--- config.mk ---
export PLATFORM = sky130hd
export DESIGN_NAME = barcode_gen
export DESIGN_NICKNAME = d
export VERILOG_FILES = /design/src/rtl/barcode_gen.sv
export SDC_FILE = /design/constraint.sdc
export NUM_CORES = 1
export LEC_CHECK = 0
export CORE_MARGIN = 4
export CORE_UTILIZATION = 55
export CTS_CLUSTER_DIAMETER = 50
export CTS_CLUSTER_SIZE = 24
export DETAILED_ROUTE_END_ITERATION = 16
export PLACE_DENSITY = 0.74
export SLEW_MARGIN = 20
export SYNTH_ARGS = -nofsm -noshare
export SYNTH_HDL_FRONTEND = slang
export SYNTH_SLANG_ARGS = --single-unit
export TNS_END_PERCENT = 100
--- constraint.sdc ---
create_clock -name clk -period 8.7 [get_ports clk]
set_input_delay 2.175 -clock clk [delete_from_list [all_inputs] [get_ports clk]]
set_output_delay 2.175 -clock clk [all_outputs]
set_load 0.02 [all_outputs]
--- src/rtl/barcode_gen.sv ---
// Station-ID barcode transmitter: start bit (T low, T high) then 8 MSB-first bits in 2T cells, then a 2T gap.
// Optional BARCODE_GEN_ID_CHECK_EN refuses IDs with ID[7:6] != 0 and pulses reject.
module barcode_gen #(
  parameter int PERIOD_W = 22
) (
  input  logic                clk,
  input  logic                rst,
  input  logic                send,
  input  logic [7:0]          ID,
  input  logic [PERIOD_W-1:0] period,
  output logic                BC,
  output logic                busy,
  output logic                done,
  output logic                reject
);

  localparam int CW = PERIOD_W + 1;

  typedef enum logic [2:0] {
    IDLE     = 3'd0,
    START_LO = 3'd1,
    START_HI = 3'd2,
    BIT_LO   = 3'd3,
    BIT_HI   = 3'd4,
    GAP      = 3'd5
  } state_t;

  state_t              state, state_nxt;
  logic [CW-1:0]       cnt, cnt_nxt;
  logic [PERIOD_W-1:0] t_q, t_new;
  logic [7:0]          sr;
  logic [3:0]          bit_cnt;
  logic [CW-1:0]       t_len, h_len, l0_len, cell_len, lo_cur, lo_next;
  logic                id_ok, accept, phase_end;
  logic                bc_nxt, busy_nxt, done_nxt;

  assign t_new    = (period < PERIOD_W'(4)) ? PERIOD_W'(4) : period;
  assign t_len    = {1'b0, t_q};
  assign h_len    = t_len >> 1;
  assign l0_len   = t_len + h_len;
  assign cell_len = t_len << 1;
  // The bit after the current one is already in sr[6] when BIT_HI reloads the counter.
  assign lo_cur   = sr[7] ? h_len : l0_len;
  assign lo_next  = sr[6] ? h_len : l0_len;

  assign phase_end = (cnt == CW'(1));

`ifdef BARCODE_GEN_ID_CHECK_EN
  assign id_ok = (ID[7:6] == 2'b00);
`else
  assign id_ok = 1'b1;
`endif

  assign accept = (state == IDLE) && send && id_ok;

  always_ff @(posedge clk or posedge rst) begin
    if (rst) begin
      state   <= IDLE;
      cnt     <= '0;
      t_q     <= '0;
      sr      <= '0;
      bit_cnt <= '0;
      BC      <= 1'b1;
      busy    <= 1'b0;
      done    <= 1'b0;
    end else begin
      state <= state_nxt;
      cnt   <= cnt_nxt;
      BC    <= bc_nxt;
      busy  <= busy_nxt;
      done  <= done_nxt;
      if (accept) begin
        t_q     <= t_new;
        sr      <= ID;
        bit_cnt <= '0;
      end else if (state == BIT_HI && phase_end) begin
        sr      <= {sr[6:0], 1'b0};
        bit_cnt <= bit_cnt + 4'd1;
      end
    end
  end

  always_comb begin
    state_nxt = state;
    cnt_nxt   = (state == IDLE) ? '0 : cnt - CW'(1);
    case (state)
      IDLE: begin
        if (accept) begin
          state_nxt = START_LO;
          cnt_nxt   = {1'b0, t_new};
        end
      end
      START_LO: begin
        if (phase_end) begin
          state_nxt = START_HI;
          cnt_nxt   = t_len;
        end
      end
      START_HI: begin
        if (phase_end) begin
          state_nxt = BIT_LO;
          cnt_nxt   = lo_cur;
        end
      end
      BIT_LO: begin
        if (phase_end) begin
          state_nxt = BIT_HI;
          cnt_nxt   = cell_len - lo_cur;
        end
      end
      BIT_HI: begin
        if (phase_end) begin
          if (bit_cnt == 4'd7) begin
            state_nxt = GAP;
            cnt_nxt   = cell_len;
          end else begin
            state_nxt = BIT_LO;
            cnt_nxt   = lo_next;
          end
        end
      end
      GAP: begin
        if (phase_end) begin
          state_nxt = IDLE;
          cnt_nxt   = '0;
        end
      end
      default: begin
        state_nxt = IDLE;
        cnt_nxt   = '0;
      end
    endcase
  end

  // Outputs are registered from the next state so BC/busy line up with state entry.
  always_comb begin
    bc_nxt   = !(state_nxt == START_LO || state_nxt == BIT_LO);
    busy_nxt = (state_nxt != IDLE);
    done_nxt = (state == GAP) && phase_end;
  end

`ifdef BARCODE_GEN_ID_CHECK_EN
  always_ff @(posedge clk or posedge rst) begin
    if (rst) reject <= 1'b0;
    else     reject <= (state == IDLE) && send && !id_ok;
  end
`else
  assign reject = 1'b0;
`endif

endmodule

==> impl_metrics.toml <==
[finish]
multi_input_area_um2 = 4930
n_antenna_cell = 0
area_growth_pct = 11.8
fill_cells = 1074
final_area_um2 = 7590
seq_area_um2 = 1580
nets = 1005
drive_gt1_share_pct = 4.41
layout.cells.most_common = "nand2_1"
final_cell_mix = "nand2_1, o21ai_0, a21oi_1, nor2_1, dfrtp_1"

[synth]
synth_area_um2 = 6790
ys_warn_count = 0
ys_async_sr_fraction_pct = 100
synthAdderAreaFrac_pct = 9.07
syn_inst = 915
synthXorXnorAreaFrac_pct = 7.69
muxShareOfSynthArea_pct = 4.02
synth-edff-count = 0
synthSimpleGateAreaFrac_pct = 23.0
synth_top_area_share_pct = 22.9
ys_seq_area_share_pct = 23.2
synth_compound_area_share_pct = 28.7
synthFlopType = "dfrtp_1"
avgSynthCellArea_um2 = 7.42
synth_top_family_by_area = "compound AO/OA/AOI/OAI gates"
synth_largest_area_cell = "dfrtp_1"
ys_seq_elements = 63
synthesis.nets = 996
synthTopCellsByArea = "dfrtp_1, ha_1, nand2_1"
synth_cell_types = 69

[global_route]
grt_pass1_vias = 6858
track_usage_pct = 33.1
grt_max_degree = 64
antenna_found_initial = 0
grt_pass1_wl_mm = 37.5
overflow = 0

[cts]
clock-root-buffer = "clkbuf_16"
cts-buffers-inserted = 9
cts_buffer_depth = 2
tritoncts = "yes"
htreeDepth = 3
cts_setup_buffers = 0
cts_sinks = 63
path_clk_slew_ps = 60
insertion_delay_ps = 340
ctsHoldBuffers = 0
cts-resized-gates = 0

[route]
vias_per_cell = 6.77
ant_nets = 0
drc = 0
vias = 7427
drt_wl_total_mm = 23.8
drt-initial-drc-count = 1136
drt-pass1-iter-count = 8
routedWlPerCell_um = 21.7

[power]
clkPwrFrac_pct = 16.2
power_frac_seq_pct = 19.5
peakVddDrop_mv = 0.160
power_switching_share_pct = 49.0
internal_power_w = 0.00136
powerDensity_nw_per_um2 = 351
power_leakage_nw = 3.22
p_sw_w = 0.00130
p_comb_share_pct = 64.3

[flow_run]
cap_violations = 0

[setup_path]
end_kind = "flip-flop"
crit_fanout = 8
regToRegSetupSlack_ps = 3620
critPathTopFamily = "compound AO/OA/AOI/OAI gates"
start_kind = "flip-flop"
crit_buf_inv = 0
path_cells = "ha_1, and2_1, a221oi_1, a21oi_1, o31a_1, or3_1, nand3b_1, a21boi_0, ha_1, a21oi_1, nor2b_1, or3_1, a311o_1, a31oi_1, o21ai_0, xnor3_1, nand2_1, a31oi_1"
max_stage_delay_ps = 470
required_ps = 8920
crit_slowest_cell = "dfrtp_1"
crit_arrival_ps = 5300
path_class = "reg -> reg"

[sta]
finalSetupTns_ps = 0
rsz0062_at_grt = "false"
maxSlewHeadroom_pct = 18.6
hold_viol_final = 0
drv_slew = 0
tightest_slew_ps = 1220
finalCritPeriodShare_pct = 58.4
setup_viol = 0
max_freq_mhz = 197
finalCriticalPeriod_ps = 5080
skew_ps = 10.2

[floorplanning]
start_util_pct = 56.3
fp.dieH_um = 119
die_width_um = 119
coreArea_um2 = 12100
ios = 37
num_rows = 40
dieArea_um2 = 14200

[placement]
place_area_um2 = 7240
place_congestion = 1.01
hpwlAfterDp_mm = 17.2
numPortBuffers = 35

[hold_path]
min_path_type = "reg -> reg"

[status]
outcome = "completed"
-- layer usage --
| metal | vias up | global-route usage, % | wire length [um] | share of wire [%] |
|---|---|---|---|---|
| met2 | 511 | 47.7 | 9870 | 42 |
| met3 | 95 | 7.64 | 2950 | 12 |
| met1 | 3443 | 48.1 | 10000 | 42 |
| met4 | 0 | 12.2 | 939 | 3.9 |
| li1 | 3378 | - | - | - |
| met5 | - | 0 | 0 | 0 |
-- kinds of logic (layout without fill, tap and decap cells) --
family,Yosys count,count (layout)
other cells,1,1
xor+xnor,58,58
buf+inv,72,86
flops,63,63
compound gates,317,317
simple gates,329,329
fa+ha+maj,48,48
mux,27,27
-- cell usage after synthesis, drive strengths merged, types with 9 or more instances --
cell    instances
nor2           80
nor4           10
mux2i          25
a31oi          18
o211ai         12
a21oi          88
a21o           15
a221oi          9
clkbuf         37
or3            11
buf            11
inv            23
xnor2          37
ha             46
nand2b         10
nor3           16
o21bai          9
xor2           20
o21ai          95
a211oi         14
nand3          16
nand2         133
dfrtp          62
-- worst paths after layout --
check,cells after the start,startpoint,to
worst max-delay path,18,t_q[3],cnt[22]
worst min-delay path,2,sr[0],sr[0]
worst max register to register,18,t_q[3],cnt[22]
worst min register to register,2,sr[0],sr[0]
max in group asynchronous,3,rst,t_q[5]
min in group asynchronous,3,rst,sr[5]
-- power groups by stage --
stage	logic (W)	registers [W]	clock network, W
detailed placement	0.00164	0.000515	0
finish	0.00171	0.000520	0.000430
CTS	0.00165	0.000512	0.000429
global route	0.00185	0.000528	0.000445
global placement	0.00158	0.000510	0
floorplan	0.00127	0.000471	0
-- registers in the layout (all words and copies together) (netlist names) --
register,cells
done,1
t_q,22
busy,1
bit_cnt,4
sr,8
cnt,23
BC,1
state,3
-- per-stage QoR --
step                setup WS, ps  total power, W  cells  hold WS, ps  util (%)
floorplan                   4300         0.00174    915          502         -
global placement            3940         0.00209   1081          527      60.0
detailed placement          3770         0.00215   1081          544      60.0
CTS                         3730         0.00259   1097          552      62.9
global route                3350         0.00283   1097          601      62.9
finish                      3620         0.00266   1097          555      62.9
-- cell type report --
| type | count | area share [%] |
|---|---|---|
| sequential | 63 | 20.8 |
| inverter | 24 | 1.19 |
| multi-input combinational | 780 | 65.0 |
| timing repair buffer | 46 | 5.71 |
| clock buffer | 9 | 2.97 |
| tap | 168 | 2.77 |
| clock inverter | 7 | 1.58 |
-- tightest hold or removal path, stage by stage, from the launching register on --
cell     delay [ps]
dfrtp_1         380
nand2_1          60
o21ai_0          70
Note: power is estimated with default switching activity, not from simulation.
